--- src/rtl/mdu_pkg.sv ---
// Shared encodings and constants for the iterative multiply/divide unit.
package mdu_pkg;

    localparam int MDU_DATA_W = 32;
    localparam logic [31:0] DIV0_QUOT = 32'hFFFFFFFF;

    typedef enum logic [1:0] {
        OP_MULT  = 2'b00,
        OP_MULTU = 2'b01,
        OP_DIV   = 2'b10,
        OP_DIVU  = 2'b11
    } mdu_op_e;

    typedef enum logic [1:0] {
        IDLE  = 2'b00,
        CALC  = 2'b01,
        FIXUP = 2'b10
    } mdu_state_e;

endpackage

--- src/rtl/mdu_iter_step.sv ---
// One shift-add (multiply) or restoring-subtract (divide) iteration on unsigned magnitudes.
module mdu_iter_step #(
    parameter int DATA_W = 32
) (
    input  logic [DATA_W-1:0] acc_i,
    input  logic [DATA_W-1:0] reg_i,
    input  logic [DATA_W-1:0] opnd_i,
    input  logic              is_div_i,
    output logic [DATA_W-1:0] acc_o,
    output logic [DATA_W-1:0] reg_o,
    output logic              qbit_o
);

    logic [DATA_W:0] sum;
    logic [DATA_W:0] shifted;

    assign sum     = {1'b0, acc_i} + (reg_i[0] ? {1'b0, opnd_i} : '0);
    assign shifted = {acc_i, reg_i[DATA_W-1]};

    // Divide leaves the register LSB clear; the caller ORs the quotient bit in.
    always_comb begin
        if (is_div_i) begin
            qbit_o = (shifted >= {1'b0, opnd_i});
            acc_o  = qbit_o ? DATA_W'(shifted - {1'b0, opnd_i}) : shifted[DATA_W-1:0];
            reg_o  = {reg_i[DATA_W-2:0], 1'b0};
        end else begin
            qbit_o = 1'b0;
            acc_o  = sum[DATA_W:1];
            reg_o  = {sum[0], reg_i[DATA_W-1:1]};
        end
    end

endmodule

--- src/rtl/mult_div_unit.sv ---
// Iterative MULT/MULTU/DIV/DIVU unit holding HI/LO; result lands 34 edges after start.
// Optional flush input enabled by defining MDU_ABORT_EN.
module mult_div_unit
    import mdu_pkg::*;
#(
    parameter int DATA_W = MDU_DATA_W,
    parameter int CNT_W  = 6
) (
    input  logic              clk,
    input  logic              rst_n,
`ifdef MDU_ABORT_EN
    input  logic              abort,
`endif
    input  logic              start,
    input  logic [1:0]        op,
    input  logic [DATA_W-1:0] Read_data1,
    input  logic [DATA_W-1:0] Read_data2,
    input  logic              hi_we,
    input  logic              lo_we,
    input  logic [DATA_W-1:0] wdata,
    output logic              busy,
    output logic              done,
    output logic              div0,
    output logic [DATA_W-1:0] HI,
    output logic [DATA_W-1:0] LO
);

    mdu_state_e        state_q, state_d;
    logic [CNT_W-1:0]  cnt_q, cnt_d;
    logic [DATA_W-1:0] acc_q, acc_d, mq_q, mq_d, opnd_q, opnd_d, araw_q, araw_d;
    logic              isdiv_q, isdiv_d, qneg_q, qneg_d, rneg_q, rneg_d, dz_q, dz_d;
    logic              fin_q, fin_d;
    logic [DATA_W-1:0] reshi_q, reshi_d, reslo_q, reslo_d;
    logic              busy_q, busy_d, done_q, done_d, div0_q, div0_d;
    logic [DATA_W-1:0] hi_q, hi_d, lo_q, lo_d;

    logic [DATA_W-1:0]   step_acc, step_reg;
    logic                step_qbit;
    logic                sgn, a_neg, b_neg;
    logic [DATA_W-1:0]   mag_a, mag_b;
    logic [2*DATA_W-1:0] prod, prod_fix;
    logic [DATA_W-1:0]   quo_fix, rem_fix;

    mdu_iter_step #(.DATA_W(DATA_W)) u_step (
        .acc_i    (acc_q),
        .reg_i    (mq_q),
        .opnd_i   (opnd_q),
        .is_div_i (isdiv_q),
        .acc_o    (step_acc),
        .reg_o    (step_reg),
        .qbit_o   (step_qbit)
    );

    assign sgn   = (op == OP_MULT) || (op == OP_DIV);
    assign a_neg = sgn & Read_data1[DATA_W-1];
    assign b_neg = sgn & Read_data2[DATA_W-1];
    assign mag_a = a_neg ? -Read_data1 : Read_data1;
    assign mag_b = b_neg ? -Read_data2 : Read_data2;

    assign prod     = {acc_q, mq_q};
    assign prod_fix = qneg_q ? -prod : prod;
    assign quo_fix  = qneg_q ? -mq_q : mq_q;
    assign rem_fix  = rneg_q ? -acc_q : acc_q;

    always_ff @(posedge clk or negedge rst_n) begin
        if (!rst_n) state_q <= IDLE;
        else        state_q <= state_d;
    end

    always_comb begin
        state_d = state_q;
        cnt_d   = cnt_q;
        acc_d   = acc_q;
        mq_d    = mq_q;
        opnd_d  = opnd_q;
        araw_d  = araw_q;
        isdiv_d = isdiv_q;
        qneg_d  = qneg_q;
        rneg_d  = rneg_q;
        dz_d    = dz_q;
        fin_d   = 1'b0;
        reshi_d = reshi_q;
        reslo_d = reslo_q;
        busy_d  = busy_q;
        done_d  = 1'b0;
        div0_d  = div0_q;
        hi_d    = hi_q;
        lo_d    = lo_q;

        case (state_q)
            IDLE: begin
                // busy_q is still high in the commit-pending cycle after FIXUP
                if (start && !busy_q) begin
                    state_d = CALC;
                    cnt_d   = '0;
                    busy_d  = 1'b1;
                    acc_d   = '0;
                    isdiv_d = op[1];
                    mq_d    = op[1] ? mag_a : mag_b;
                    opnd_d  = op[1] ? mag_b : mag_a;
                    araw_d  = Read_data1;
                    qneg_d  = a_neg ^ b_neg;
                    rneg_d  = a_neg;
                    dz_d    = op[1] && (Read_data2 == '0);
                end
            end
            CALC: begin
                acc_d = step_acc;
                mq_d  = step_reg | DATA_W'(step_qbit);
                cnt_d = cnt_q + CNT_W'(1);
                if (cnt_q == CNT_W'(DATA_W-1)) state_d = FIXUP;
            end
            FIXUP: begin
                state_d = IDLE;
                cnt_d   = '0;
                fin_d   = 1'b1;
                if (!isdiv_q) begin
                    reshi_d = prod_fix[2*DATA_W-1:DATA_W];
                    reslo_d = prod_fix[DATA_W-1:0];
                end else if (dz_q) begin
                    reshi_d = araw_q;
                    reslo_d = DATA_W'(DIV0_QUOT);
                end else begin
                    reshi_d = rem_fix;
                    reslo_d = quo_fix;
                end
            end
            default: state_d = IDLE;
        endcase

        if (fin_q) begin
            hi_d   = reshi_q;
            lo_d   = reslo_q;
            done_d = 1'b1;
            busy_d = 1'b0;
            if (isdiv_q) div0_d = dz_q;
        end else if (!busy_q) begin
            if (hi_we) hi_d = wdata;
            if (lo_we) lo_d = wdata;
        end

`ifdef MDU_ABORT_EN
        if (abort && (state_q == CALC || state_q == FIXUP)) begin
            state_d = IDLE;
            cnt_d   = '0;
            fin_d   = 1'b0;
            busy_d  = 1'b0;
        end
`endif
    end

    always_ff @(posedge clk or negedge rst_n) begin
        if (!rst_n) begin
            cnt_q   <= '0;
            acc_q   <= '0;
            mq_q    <= '0;
            opnd_q  <= '0;
            araw_q  <= '0;
            isdiv_q <= 1'b0;
            qneg_q  <= 1'b0;
            rneg_q  <= 1'b0;
            dz_q    <= 1'b0;
            fin_q   <= 1'b0;
            reshi_q <= '0;
            reslo_q <= '0;
            busy_q  <= 1'b0;
            done_q  <= 1'b0;
            div0_q  <= 1'b0;
            hi_q    <= '0;
            lo_q    <= '0;
        end else begin
            cnt_q   <= cnt_d;
            acc_q   <= acc_d;
            mq_q    <= mq_d;
            opnd_q  <= opnd_d;
            araw_q  <= araw_d;
            isdiv_q <= isdiv_d;
            qneg_q  <= qneg_d;
            rneg_q  <= rneg_d;
            dz_q    <= dz_d;
            fin_q   <= fin_d;
            reshi_q <= reshi_d;
            reslo_q <= reslo_d;
            busy_q  <= busy_d;
            done_q  <= done_d;
            div0_q  <= div0_d;
            hi_q    <= hi_d;
            lo_q    <= lo_d;
        end
    end

    assign busy = busy_q;
    assign done = done_q;
    assign div0 = div0_q;
    assign HI   = hi_q;
    assign LO   = lo_q;

endmodule

--- config.mk ---
export PLATFORM = sky130hd
export DESIGN_NAME = mult_div_unit
export DESIGN_NICKNAME = d
export VERILOG_FILES = /design/src/rtl/mdu_pkg.sv /design/src/rtl/mdu_iter_step.sv /design/src/rtl/mult_div_unit.sv
export SDC_FILE = /design/constraint.sdc
export NUM_CORES = 1
export LEC_CHECK = 0
export CAP_MARGIN = 20
export CORE_ASPECT_RATIO = 2
export CORE_MARGIN = 8
export CORE_UTILIZATION = 50
export CTS_CLUSTER_DIAMETER = 100
export CTS_CLUSTER_SIZE = 20
export DETAILED_ROUTE_END_ITERATION = 7
export PLACE_DENSITY = 0.8
export RECOVER_POWER = 100
export SYNTH_ARGS = -nofsm -noshare
export SYNTH_HDL_FRONTEND = slang
export SYNTH_SLANG_ARGS = --single-unit
--- constraint.sdc ---
create_clock -name clk -period 9.6 [get_ports clk]
set_input_delay 2.88 -clock clk [delete_from_list [all_inputs] [get_ports clk]]
set_output_delay 2.88 -clock clk [all_outputs]
set_load 0.01 [all_outputs]
==> flow_metrics.tcl <==
set metrics [dict create \
    drt-met1-wl_um 25400 \
    syn_area_per_cell_sq_um 8.18 \
    startpoint_type "input port" \
    leakagePower_nw 9.47 \
    gp_congestion 0.982 \
    synth_top_area_cell "dfrtp_1" \
    rsz0062_at_grt "false" \
    period_share_pct 74.3 \
    criticalPathCategory "input port to flop" \
    grt_first_pass_wirelength_um 101000 \
    setup_viol 0 \
    drt_pass1_iterations 6 \
    ys_ff_latch 272 \
    p_per_area_mw_per_mm2 344 \
    post_cts_resize_count 0 \
    fin_tns_setup_ns 0 \
    ios 170 \
    arrival_ns 7.56 \
    dieArea_sq_mm 0.0456 \
    synth-edff-count 0 \
    clock_sinks 272 \
    antenna_found_initial 0 \
    met3_wirelength_um 5090 \
    syn-num-nets 2534 \
    clk_latency_ns 0.54 \
    max_freq_mhz 140 \
    cts.clk_slew.worst_paths_ns 0.09 \
    post-dp-hpwl_um 49000 \
    vias 18100 \
    postRouteAntennaNets 0 \
    async_flop_share_pct 100 \
    wl_met2_um 30400 \
    ys_types 71 \
    vias_per_cell 6.17 \
    fp-row-count 102 \
    netlist_area_sq_mm 0.0193 \
    synth_cells 2360 \
    ys_seq_area_share_pct 35.2 \
    htree_levels 1 \
    drive_gt1_share_pct 3.52 \
    drc_errors 0 \
    finalMaxSlewViolations 447 \
    synth_top_area_share_pct 35.2 \
    setup_slack_ns 2.47 \
    top_layer_used "met4" \
    grt_max_degree 132 \
    start_util_pct 50.3 \
    vdd_drop_max_mv 0.185 \
    postCtsSetupBuffers 0 \
    drt_iter0_drc 1711 \
    final_nets 2586 \
    dp_slack_ns 3.02 \
    clock_tree.root_cell "clkbuf_16" \
    area_growth_pct 12.5 \
    die_x_um 155 \
    ys.flop_type "dfrtp_1" \
    fp.coreArea_sq_mm 0.0384 \
    worstPathMaxFanout 49 \
    outcome "finished with violations" \
    period_needed_ns 7.13 \
    cts_tree "done" \
    slew_headroom_pct -179 \
    grt_util_all_layers_pct 28.4 \
    max_stage_delay_ns 1.90 \
    violations "capacitance limit, slew limit" \
    path_buf_inv 2 \
    critPathSlowestCell "o21bai_1" \
    worstPathCellList "dlygate4sd3_1, nor2b_1, o21bai_1, nand2b_1, buf_4, a211oi_1, a21o_1" \
    numCtsBuffers 17 \
    diodes 0 \
    cts_buffer_depth 3 \
    worst-slew-pin-transition_ns 4.19 \
    port_buffers 169 \
    skew_ns 0.0186 \
    wl_per_cell_um 22.5 \
    die_y_um 294 \
    wl_um 66000 \
    finalHoldViolations 0 \
    cpLargestDelayFamily "compound AO/OA/AOI/OAI gates" \
    hold_buffers 0 \
    grt_pass1_vias 17600 \
    grt_overflow 0 \
    synth_warnings 0 \
    worstSetupEndpointType "flop" \
    cp.required_ns 10.03 \
    hold_path_class "flop to flop" \
    max-cap-violations 7 \
    synth_area_leaders "dfrtp_1 35%, mux2i_1 7.6%, o21ai_0 7.1%" \
]
cell families (layout without fill, tap and decap cells):
| kind of cell | Yosys count | in the layout | share of synthesized area (%) |
|---|---|---|---|
| AOI/OAI and AO/OA | 682 | 682 | 21.0 |
| xor gates and xnor gates | 208 | 208 | 9.43 |
| adders and majority gates | 71 | 71 | 4.68 |
| buffers and inverters | 226 | 280 | 4.45 |
| DFF | 272 | 272 | 35.2 |
| muxes | 151 | 151 | 7.86 |
| and+or+nand+nor | 750 | 750 | 17.3 |
cell usage after synthesis, types with 11 or more instances:
cell / instances
a211oi_1: 12
dfrtp_1: 272
buf_1: 20
ha_1: 69
nor3_1: 23
nand3_1: 29
nand2_1: 338
o21bai_1: 11
nor2b_1: 17
nand4_1: 15
nor2_1: 202
o221ai_1: 14
a22oi_1: 21
or3_1: 23
a21o_1: 30
o31ai_1: 25
or4_1: 17
mux2i_1: 146
o21ai_0: 274
inv_1: 60
xor2_1: 100
nor4_1: 16
xnor2_1: 108
a31oi_1: 16
nand2b_1: 22
a21oi_1: 184
clkbuf_1: 141
power breakdown:
group	switching (mW)	internal, mW
sequential	0.654	1.67
combinational	2.53	1.88
clock	0.416	0.324
total	3.60	3.88
sequential cells by signal (all words and copies together) (netlist names), 2 cells and up:
signal	flops
HI	32
LO	32
acc_q	32
araw_q	32
cnt_q	6
mq_q	32
opnd_q	32
reshi_q	32
reslo_q	32
state_q	2
per-stage QoR:
step	area, sq um	hold slack (ns)	utilization [%]	power (mW)	instances
after floorplan	19300	0.406	-	5.22	2360
after global placement	21300	0.460	55.4	6.59	2910
after detailed placement	21300	0.462	55.4	6.69	2910
after CTS	21700	0.486	56.6	7.44	2931
after global routing	21700	0.504	56.5	8.00	2934
final	21700	0.483	56.5	7.48	2934
routing by layer:
layer  up-vias  GRT usage (%)
li1       8378              -
met1      8628           34.3
met2       888           45.7
met3       207           4.75
met4         0           19.4
met5         -              0
layout by cell type, fill, tap and decap left out, types with 23 or more instances in the layout:
master and instances:
a21o_1 30, a21oi_1 183, clkdlybuf4s50_1 96, dfrtp_1 271
dlygate4sd3_1 71, ha_1 69, inv_1 60, mux2i_1 146
nand2_1 338, nand3_1 29, nor2_1 199, nor3_1 23
o21ai_0 276, o31ai_1 25, or3_1 23, xnor2_1 108
xor2_1 100
worst reg2reg max path: stages (launching register included):
cell,delay [ns]
dfrtp_1,0.48
inv_1,0.45
clkbuf_1,0.95
nor2_1,0.14
ha_1,0.49
nand3_1,0.11
a2111oi_0,0.66
a21oi_1,0.32
a31o_2,0.34
o21ai_0,0.34
a2111oi_0,0.17
or3_1,0.39
a21oi_1,0.15
worst paths after layout:
check	start	end	slack, ns	cells past startpoint
max in group asynchronous	rst_n	LO[15]	2.78	3
worst max-delay path	start	opnd_q[16]	2.47	7
min in group asynchronous	rst_n	acc_q[17]	2.33	1
worst min-delay path	araw_q[25]	araw_q[25]	0.48	2
worst max register to register	mq_q[0]	acc_q[31]	4.54	12
worst min register to register	araw_q[25]	araw_q[25]	0.48	2
area by class of cell:
class	count	area, sq um
clock inverters	3	21.3
fillers	3489	16700
well taps	520	651
flip-flops and latches	272	6810
multi-input cells	1862	11700
clock buffers	18	429
repair buffers	198	1920
inverters	61	229
Power figures use the tool's default switching activity.
